===== config.mk =====
export PLATFORM = sky130hd
export DESIGN_NAME = serial_subtractor
export DESIGN_NICKNAME = d
export VERILOG_FILES = /design/src/rtl/soc_pkg.sv /design/src/rtl/fullsubtractor.sv /design/src/rtl/serial_subtractor.sv
export SDC_FILE = /design/constraint.sdc
export NUM_CORES = 1
export LEC_CHECK = 0
export BUFFER_PORTS_ARGS = -buffer_cell sky130_fd_sc_hd__clkbuf_2
export CAP_MARGIN = 20
export CORE_MARGIN = 3
export CORE_UTILIZATION = 30
export CTS_CLUSTER_SIZE = 40
export DETAILED_ROUTE_END_ITERATION = 10
export PLACE_DENSITY_LB_ADDON = 0.25
export REMOVE_ABC_BUFFERS = 1
export SLEW_MARGIN = 0
export SYNTH_ARGS = -nofsm -noshare
export SYNTH_HDL_FRONTEND = slang
export SYNTH_SLANG_ARGS = --single-unit

===== constraint.sdc =====
create_clock -name clk -period 1.6 [get_ports clk]
set_input_delay 0.08 -clock clk [delete_from_list [all_inputs] [get_ports clk]]
set_output_delay 0.08 -clock clk [all_outputs]
set_load 0.05 [all_outputs]

===== src/rtl/soc_pkg.sv =====
// soc_pkg: shared state encoding and default width for the serial subtractor
package soc_pkg;
  typedef enum logic [1:0] {IDLE, RUN, DONE} sub_state_t;
  localparam int SUB_DEFAULT_WIDTH = 8;
endpackage


===== src/rtl/fullsubtractor.sv =====
// fullsubtractor: combinational 1-bit full subtractor cell
module fullsubtractor (
  input  logic x,
  input  logic y,
  input  logic bin,
  output logic d,
  output logic bout
);
  assign d    = x ^ y ^ bin;
  assign bout = (~x & y) | (~(x ^ y) & bin);
endmodule


===== src/rtl/serial_subtractor.sv =====
// serial_subtractor: bit-serial LSB-first a - b with start/done handshakes; SERIAL_SUB_OVF_EN adds signed overflow
module serial_subtractor
  import soc_pkg::*;
#(
  parameter int WIDTH = SUB_DEFAULT_WIDTH
) (
  input  logic             clk,
  input  logic             rst_n,
  input  logic             start_valid,
  output logic             start_ready,
  input  logic [WIDTH-1:0] a,
  input  logic [WIDTH-1:0] b,
  output logic             done_valid,
  input  logic             done_ready,
  output logic [WIDTH-1:0] diff,
  output logic             borrow
`ifdef SERIAL_SUB_OVF_EN
  ,
  output logic             overflow
`endif
);
  localparam int CW = $clog2(WIDTH);
  sub_state_t state, state_nx;
  logic [WIDTH-1:0] a_sh, b_sh, res;
  logic [CW-1:0] cnt;
  logic bin, d, bout, last, accept;
  fullsubtractor u_fs (.x(a_sh[0]), .y(b_sh[0]), .bin(bin), .d(d), .bout(bout));
  assign last   = cnt == CW'(WIDTH - 1);
  assign accept = state == IDLE && start_valid;
  assign diff   = res;
  assign borrow = bin;
  always_comb begin
    state_nx    = state;
    start_ready = state == IDLE;
    done_valid  = state == DONE;
    unique case (state)
      IDLE:    state_nx = start_valid ? RUN : IDLE;
      RUN:     state_nx = last ? DONE : RUN;
      DONE:    state_nx = done_ready ? IDLE : DONE;
      default: state_nx = IDLE;
    endcase
  end
  always_ff @(posedge clk or negedge rst_n) begin
    if (!rst_n) begin
      state <= IDLE;
      a_sh  <= '0;
      b_sh  <= '0;
      res   <= '0;
      cnt   <= '0;
      bin   <= 1'b0;
    end else begin
      state <= state_nx;
      if (accept) begin
        a_sh <= a;
        b_sh <= b;
        cnt  <= '0;
        bin  <= 1'b0;
      end else if (state == RUN) begin
        a_sh <= a_sh >> 1;
        b_sh <= b_sh >> 1;
        res  <= {d, res[WIDTH-1:1]};
        bin  <= bout;
        cnt  <= last ? cnt : cnt + 1'b1;
      end
    end
  end
`ifdef SERIAL_SUB_OVF_EN
  logic a_msb, b_msb;
  // On the final RUN cycle d is the result MSB
  always_ff @(posedge clk or negedge rst_n) begin
    if (!rst_n) begin
      a_msb    <= 1'b0;
      b_msb    <= 1'b0;
      overflow <= 1'b0;
    end else if (accept) begin
      a_msb    <= a[WIDTH-1];
      b_msb    <= b[WIDTH-1];
      overflow <= 1'b0;
    end else if (state == RUN && last) begin
      overflow <= (a_msb ^ b_msb) & (d ^ a_msb);
    end
  end
`endif
endmodule


==> results of run 1 <==
[where the power goes]
group / leakage [nW] / total (mW) / switching [mW] / internal (mW)
clock network: 0.0482 / 0.617 / 0.271 / 0.346
registers: 0.355 / 1.34 / 0.215 / 1.12
logic: 0.453 / 1.86 / 1.11 / 0.753
[metal layers]
| layer | track usage [%] | part of all wire, % | up-vias |
|---|---|---|---|
| met5 | 0 | 0 | - |
| met4 | 6.21 | 2.0 | 0 |
| met3 | 4.49 | 4.3 | 5 |
| met2 | 18.6 | 50 | 29 |
| met1 | 14.5 | 44 | 548 |
| li1 | - | - | 539 |
[synth_stat cells, drive strengths merged, types with 4 or more instances]
cell,instances
inv,18
dfrtp,30
nand2,4
nor4b,4
nand2b,4
o221ai,5
a222oi,7
nor3b,4
mux2,7
a211oi,4
buf,8
nor2b,9
[timing repair]
| action | 4_1_cts | 5_1_grt |
|---|---|---|
| endpoints found under the hold margin | 30 | 0 |
| hold buffers | 1 | 0 |
| setup endpoints to repair | 1 | 11 |
| gates cloned | 0 | 0 |
| gates resized for setup | 2 | 2 |
[sequential cells by signal, summed over array words and instances, names as in the netlist]
name	count
a_sh	8
b_sh	8
borrow	1
cnt	3
diff	8
state	2
[cell type report]
type                       instances  area [µm²]
timing repair buffer              40         236
inverter                          18        67.6
multi-input combinational         71         596
clock inverter                     1        5.00
clock buffer                       7        86.3
tap                               65        81.3
sequential                        30         752
fill                             465        2710
[cells in the final DEF (no fill, tap or decap)]
master         instances
a211oi_1               4
a21oi_1                1
a222oi_1               7
a22o_1                 2
buf_4                  9
clkbuf_1               1
clkbuf_2              29
clkbuf_8               7
clkinv_2               1
dfrtp_1               29
dfrtp_2                1
dlygate4sd3_1          1
fa_1                   1
ha_1                   2
inv_1                 18
mux2_2                 7
mux2i_1                1
nand2_1                4
nand2b_1               4
nand3_1                3
nand3b_1               2
nor2_2                 1
nor2b_1                9
nor3b_1                4
nor4b_1                4
o21ba_2                1
o21bai_2               1
o221a_2                3
o221ai_1               5
or2_1                  1
or2_2                  1
or4b_1                 3
[cell families after synthesis]
family / synth area share, %
and+or+nand+nor: 16.4
DFF: 51.3
buffers and inverters: 8.29
AOI/OAI and AO/OA: 14.9
muxes: 6.07
adders and majority gates: 3.08
[per-stage QoR]
stage / instances / worst slack (ns)
6_report: 232 / 0.0977
5_1_grt: 232 / 0.0211
4_1_cts: 232 / 0.0331
3_5_place_dp: 223 / 0.0849
3_3_place_gp: 223 / 0.173
2_1_floorplan: 119 / -0.128
[worst min-delay path, delay by kind of cell]
kind	cells	cell delay, ns
compound gates	1	0.12
buf+inv	2	0.12
[worst max-delay path by stage]
stage                        start     endpoint  slack [ns]  depth (start not counted)
after CTS                 state[1]  start_ready        0.03                          3
after floorplan           state[1]     state[1]       -0.13                          2
after global placement    state[0]      b_sh[2]        0.17                          2
after detailed placement  state[0]      b_sh[2]        0.08                          2
after global routing      state[1]  start_ready        0.02                          3
final                     state[1]  start_ready         0.1                          3
==> results.cfg, run 1 <==
[yosys]
synth.cell_area_um2 = 1460
synth.yosys.warnings = 0
synthCells = 129
async_flop_share_pct = 100
synthTopCellsByArea = dfrtp_1 51%, mux2_2 5.4%, a222oi_1 4.8%
synth.distinct_cells = 28
synthFlopType = dfrtp_1
syn_avg_cell_area_um2 = 11.3
synth_edf_count = 0
synth_top_area_share_pct = 51.3
synth-seq-cells = 30
ys_seq_area_share_pct = 51.3
synth_largest_area_cell = dfrtp_1

[power]
ir_worst_vdd_uv = 595
power_mw = 3.82
powerDensity_nw_per_um2 = 2090
power.leakage_nw = 0.856

[clocking]
path_clk_slew_ns = 0.06
cts_setup_buffers = 0
clock_sinks = 30
cts_tree = done
clockBufferDepth = 2
worstSkewPairLatency_ns = 0.28
htree_levels = 2
cts_root_buf = clkbuf_8
numCtsBuffers = 5

[layout]
finalNetCount = 189
drive_gt1_share_pct = 36.5
utilization_pct = 40.2
layout-area-overhead-vs-synth_pct = 24.6
diodes = 0
design_area_um2 = 1820

[sta]
fin_crit_sh_pct = 93.9
slew-limit-headroom_pct = 50.5
fmax_mhz = 666
rsz0062_at_grt = false
setup_tns_ns = 0
finClkSkew_ns = 0.00319
final.min_clock_period_ns = 1.50
hold_viol_final = 0
worstMarginPinSlew_ns = 0.742
setup_viol = 0
holdWs_ns = 0.0754
drv_slew = 0

[floorplanning]
dieArea_um2 = 5750
die_w_um = 75.9
start_util_pct = 32.3
rows = 24
core_area_um2 = 4530
die_h_um = 75.9
io_pins = 31

[worst_setup_path]
slowest_delay_ns = 0.48
r2r_cells = 4
required_ns = 1.52
end_kind = primary output
rrSetupSlack_ns = 0.11
start_kind = flip-flop
critPathArrivalTime_ns = 1.42
r2r_end = cnt[1]
r2r_start = cnt[0]
critPathBufInv = 2
slowest_stage = dfrtp_2
cp_max_fo = 13
cp_cell_sequence = buf_4 > nor2_2 > clkbuf_8
crit_family = flip-flops
critPathKind = flip-flop to primary output

[hold_path]
hold_class = input port to flip-flop
hp-start = done_ready
whs_path_depth = 3
hold_end = state[1]

[grt]
antenna_found_initial = 0
grt_overflow = 0
grt_pass1_vias = 1072
grt_max_degree = 31
gr-usage-all-layers_pct = 12.0
grt_pass1_wl_um = 5060

[run]
drv_cap = 0

[placed_design]
io_buffer_count = 30
dp_hpwl_um = 2300
place_area_um2 = 1710
place_congestion = 0.717

[routing]
vias_per_cell = 4.83
drc = 0
ant_nets = 0
totalWireLength_um = 3200
num_vias = 1121
drtIter0Drc = 63
wl_per_cell_um = 13.8
dr.pass1.iters = 5

[run_status]
status = finished, final reports clean
Power figures use the tool's default switching activity.
==> run 2: changes to the inputs <==
- SETUP_SLACK_MARGIN: unset -> 0.5
==> results.cfg, run 2 (synthesis results as in run 1) <==
[routing]
dr.pass1.iters = 4
ant_nets = 0
drc = 0
wl_per_cell_um = 14.5
totalWireLength_um = 3670
num_vias = 1208
drtIter0Drc = 63
vias_per_cell = 4.77

[worst_setup_path]
crit_family = simple AND/OR/NAND/NOR gates
end_kind = flip-flop
required_ns = 1.77
r2r_cells = 3
start_kind = flip-flop
critPathArrivalTime_ns = 1.51
cp_cell_sequence = buf_6 > or4b_1 > o221a_2
critPathBufInv = 1
startpoint = state[0]
timing.critical_path.depth = 3
critPathKind = flip-flop to flip-flop
cp_max_fo = 8
r2r_start = state[0]
slowest_stage = or4b_1
slowest_delay_ns = 0.50

[layout]
finalNetCount = 210
final_cells = 253
diodes = 0
design_area_um2 = 2200
layout-area-overhead-vs-synth_pct = 50.5
layout_commonest_cell = dfrtp_1
final_cell_mix = 29 x dfrtp_1, 27 x clkbuf_2, 18 x inv_1
drive_gt1_share_pct = 54.3

[run_status]
status = finished, final reports clean

[clocking]
clockBufferDepth = 2
worstSkewPairLatency_ns = 0.28
cts_root_buf = clkbuf_8
htree_levels = 2
clock_sinks = 30
cts_tree = done
path_clk_slew_ns = 0.06
numCtsBuffers = 5

[grt]
grt_max_degree = 31
antenna_found_initial = 0
grt_pass1_vias = 1177
grt_pass1_wl_um = 5440
gr-usage-all-layers_pct = 12.9
grt_overflow = 0

[run]
drv_cap = 0

[placed_design]
place_congestion = 0.717
place_area_um2 = 1710
dpl.cell_count = 223
io_buffer_count = 30
dp_hpwl_um = 2300

[sta]
hold_viol_final = 0
finClkSkew_ns = 0.00336
holdWs_ns = 0.0751
slew-limit-headroom_pct = 55.4
final.min_clock_period_ns = 1.34
setup_tns_ns = 0
worstMarginPinSlew_ns = 0.669
fmax_mhz = 747
fin_crit_sh_pct = 83.7
setup_viol = 0
rsz0062_at_grt = true
drv_slew = 0

[floorplanning]
die_h_um = 75.9
start_util_pct = 32.3
io_pins = 31
core_area_um2 = 4530
die_w_um = 75.9
dieArea_um2 = 5750
rows = 24

[power]
power_mw = 4.49
switching_share_pct = 40.5
pwr-share-comb_pct = 56.0
ir_worst_vdd_uv = 786
power_frac_clock_pct = 13.9
p_int_mw = 2.67
seqPwrFrac_pct = 30.1
power.leakage_nw = 1.01
power_switching_mw = 1.82
powerDensity_nw_per_um2 = 2040

[hold_path]
whs_path_depth = 3
hp-start = done_ready
hold_class = input port to flip-flop
==> run 2: cell count changes in the layout (fill, tap and decap cells not counted), sizes merged <==
cell,previous run,this run
buf,9,33
clkbuf,37,34
==> run 2: power by group through the flow <==
stage	clock [mW]	sequential, mW	combinational, mW
6_report	0.626	1.35	2.51
5_1_grt	0.669	1.39	2.71
4_1_cts	0.638	1.34	2.15
3_5_place_dp	0	1.35	1.85
3_3_place_gp	0	1.33	1.78
2_1_floorplan	0	1.76	0.885
==> run 2: repair_timing <==
item                                    4_1_cts  5_1_grt
hold buffers                                  1        0
gates resized for setup                      19       28
endpoints found under the setup margin       32       33
hold endpoints to repair                     30        0
pin swaps                                    10       13
setup buffers                                10       11
==> run 2: path summary, 6_finish.rpt <==
check	to	slack, ns
min	state[1]	0.08
max in group asynchronous	state[1]	0.76
min in group asynchronous	diff[1]	0.36
max reg2reg	b_sh[4]	0.26
min reg2reg	a_sh[7]	0.49
max	b_sh[4]	0.26
==> run 2: routing by layer <==
layer / share of wire, % / GRT usage [%] / vias up
met1: 41 / 14.5 / 601
met5: 0 / 0 / -
met3: 3.6 / 4.75 / 2
met4: 1.3 / 6.21 / 0
li1: - / - / 581
met2: 54 / 21.6 / 24
==> run 2: final cells by class <==
cell class                      instances  area (µm²)
Multi-Input combinational cell         71         739
Inverter                               18        67.6
Clock inverter                          1        5.00
Fill cell                             424        2330
Timing Repair Buffer                   61         472
Tap cell                               65        81.3
Sequential cell                        30         752
Clock buffer                            7        86.3
==> run 2: worst reg2reg max path, cell delays in order (launching register included) <==
cell and delay [ns]:
dfrtp_1 0.43, buf_6 0.16, or4b_1 0.50, o221a_2 0.14
==> run 2: through the flow <==
stage | util [%] | setup WS (ns)
6_report | 48.6 | 0.261
4_1_cts | 43.7 | 0.282
3_3_place_gp | 37.7 | 0.173
5_1_grt | 48.6 | 0.226
3_5_place_dp | 37.7 | 0.0849
2_1_floorplan | - | -0.128
==> run 3: changes to the inputs <==
- clock period: 1.6 -> 1.3 ns (I/O delays scaled with it)
==> results.cfg, run 3 (synthesis results as in run 1) <==
[worst_setup_path]
required_ns = 1.46
cp_max_fo = 5
rrSetupSlack_ns = -0.02
slowest_delay_ns = 0.51
r2r_start = state[0]
cp_cell_sequence = buf_6 > or4b_1 > o221a_2
critPathBufInv = 1
start_kind = flip-flop
slowest_stage = or4b_1
r2r_cells = 3
r2r_end = b_sh[5]
crit_family = simple AND/OR/NAND/NOR gates
end_kind = flip-flop
critPathKind = flip-flop to flip-flop
critPathArrivalTime_ns = 1.49

[routing]
totalWireLength_um = 3500
wl_per_cell_um = 14.0
drc = 0
top_layer = met4
num_vias = 1208
dr.pass1.iters = 5
drtIter0Drc = 92
wl_met2_um = 1850
vias_per_cell = 4.83
ant_nets = 0
wl_met1_um = 1470
wl_met3_um = 131

[clocking]
cts_root_buf = clkbuf_8
numCtsBuffers = 5
path_clk_slew_ns = 0.07
clock_sinks = 30
cts_tree = done
worstSkewPairLatency_ns = 0.27
htree_levels = 2
clockBufferDepth = 2

[placed_design]
io_buffer_count = 30
dp_slack_ns = -0.152
place_congestion = 0.715
dp_hpwl_um = 2310

[sta]
hold_viol_final = 0
rsz0062_at_grt = true
slew-limit-headroom_pct = 73.3
final.min_clock_period_ns = 1.32
holdWs_ns = 0.0806
setup_tns_ns = -0.0216
fmax_mhz = 757
worstMarginPinSlew_ns = 0.400
setup_viol = 1
drv_slew = 0
fin_crit_sh_pct = 102
finClkSkew_ns = 0.00986
layout_setup_ws_ns = -0.0216

[hold_path]
hold_end = state[1]
hp-start = done_ready
whs_path_depth = 3
hold_class = input port to flip-flop

[layout]
diodes = 0
utilization_pct = 50.0
finalNetCount = 207
final_cell_mix = 28 x dfrtp_1, 19 x clkbuf_2, 18 x inv_1
layout-area-overhead-vs-synth_pct = 55.0
layout_commonest_cell = dfrtp_1
drive_gt1_share_pct = 52.4

[floorplanning]
die_h_um = 75.9
die_w_um = 75.9
rows = 24
io_pins = 31
dieArea_um2 = 5750
start_util_pct = 32.3
core_area_um2 = 4530

[grt]
grt_overflow = 0
gr-usage-all-layers_pct = 12.8
antenna_found_initial = 0
grt_pass1_vias = 1259
grt_pass1_wl_um = 5530
grt_max_degree = 31

[power]
power.leakage_nw = 1.04
powerDensity_nw_per_um2 = 2580
ir_worst_vdd_uv = 1120
power_mw = 5.86

[run_status]
violations = negative setup slack
status = finished with violations

[run]
drv_cap = 0
run 3: changes by cell type in the layout (fill, tap and decap cells not counted), sizes merged:
cell	before	now
clkbuf	34	25
buf	33	38
clkinvlp	0	1
run 3: area by class of cell:
| type | count | area, µm² |
|---|---|---|
| fill | 428 | 2270 |
| sequential | 30 | 753 |
| multi-input combinational | 71 | 739 |
| timing repair buffer | 58 | 532 |
| clock buffer | 6 | 82.6 |
| tap | 65 | 81.3 |
| inverter | 18 | 67.6 |
| clock inverter | 2 | 12.5 |
run 3: worst reg2reg max path, delay by kind of cell (launching register included):
family,cells,cell delay (ns)
AOI/OAI and AO/OA,1,0.14
buffers and inverters,1,0.13
DFF,1,0.44
and+or+nand+nor,1,0.51
run 3: stage by stage:
step	instances	cell area (µm²)
after floorplan	119	1410
after global placement	228	1780
after detailed placement	228	1780
after CTS	247	2180
after global routing	250	2270
final	250	2270
run 3: power breakdown:
group	internal, mW	switching (mW)
sequential	1.39	0.308
combinational	1.76	1.63
clock	0.425	0.346
run 3: worst max-delay path by stage:
| stage | from | end | slack [ns] | depth (start not counted) |
|---|---|---|---|---|
| 3_5_place_dp | state[1] | a_sh[6] | -0.15 | 2 |
| 3_3_place_gp | state[1] | a_sh[0] | -0.09 | 2 |
| 4_1_cts | state[0] | b_sh[5] | -0.01 | 3 |
| 2_1_floorplan | state[1] | state[1] | -0.43 | 2 |
| 6_report | state[0] | b_sh[5] | -0.02 | 3 |
| 5_1_grt | state[0] | b_sh[5] | -0.04 | 3 |
run 3: timing repair:
| action | in CTS | in global routing |
|---|---|---|
| resized for setup | 55 | 20 |
| hold buffers | 1 | 0 |
| setup endpoints to repair | 41 | 41 |
| buffers inserted | 9 | 3 |
| pin swaps | 5 | 8 |
| endpoints found under the hold margin | 30 | 0 |
| gates cloned | 1 | 0 |
run 3: layer usage:
layer  vias to the layer above  track usage, %
met5                         -               0
met4                         0            3.69
met3                         4            3.69
met2                        29            21.6
met1                       603            15.8
li1                        572               -
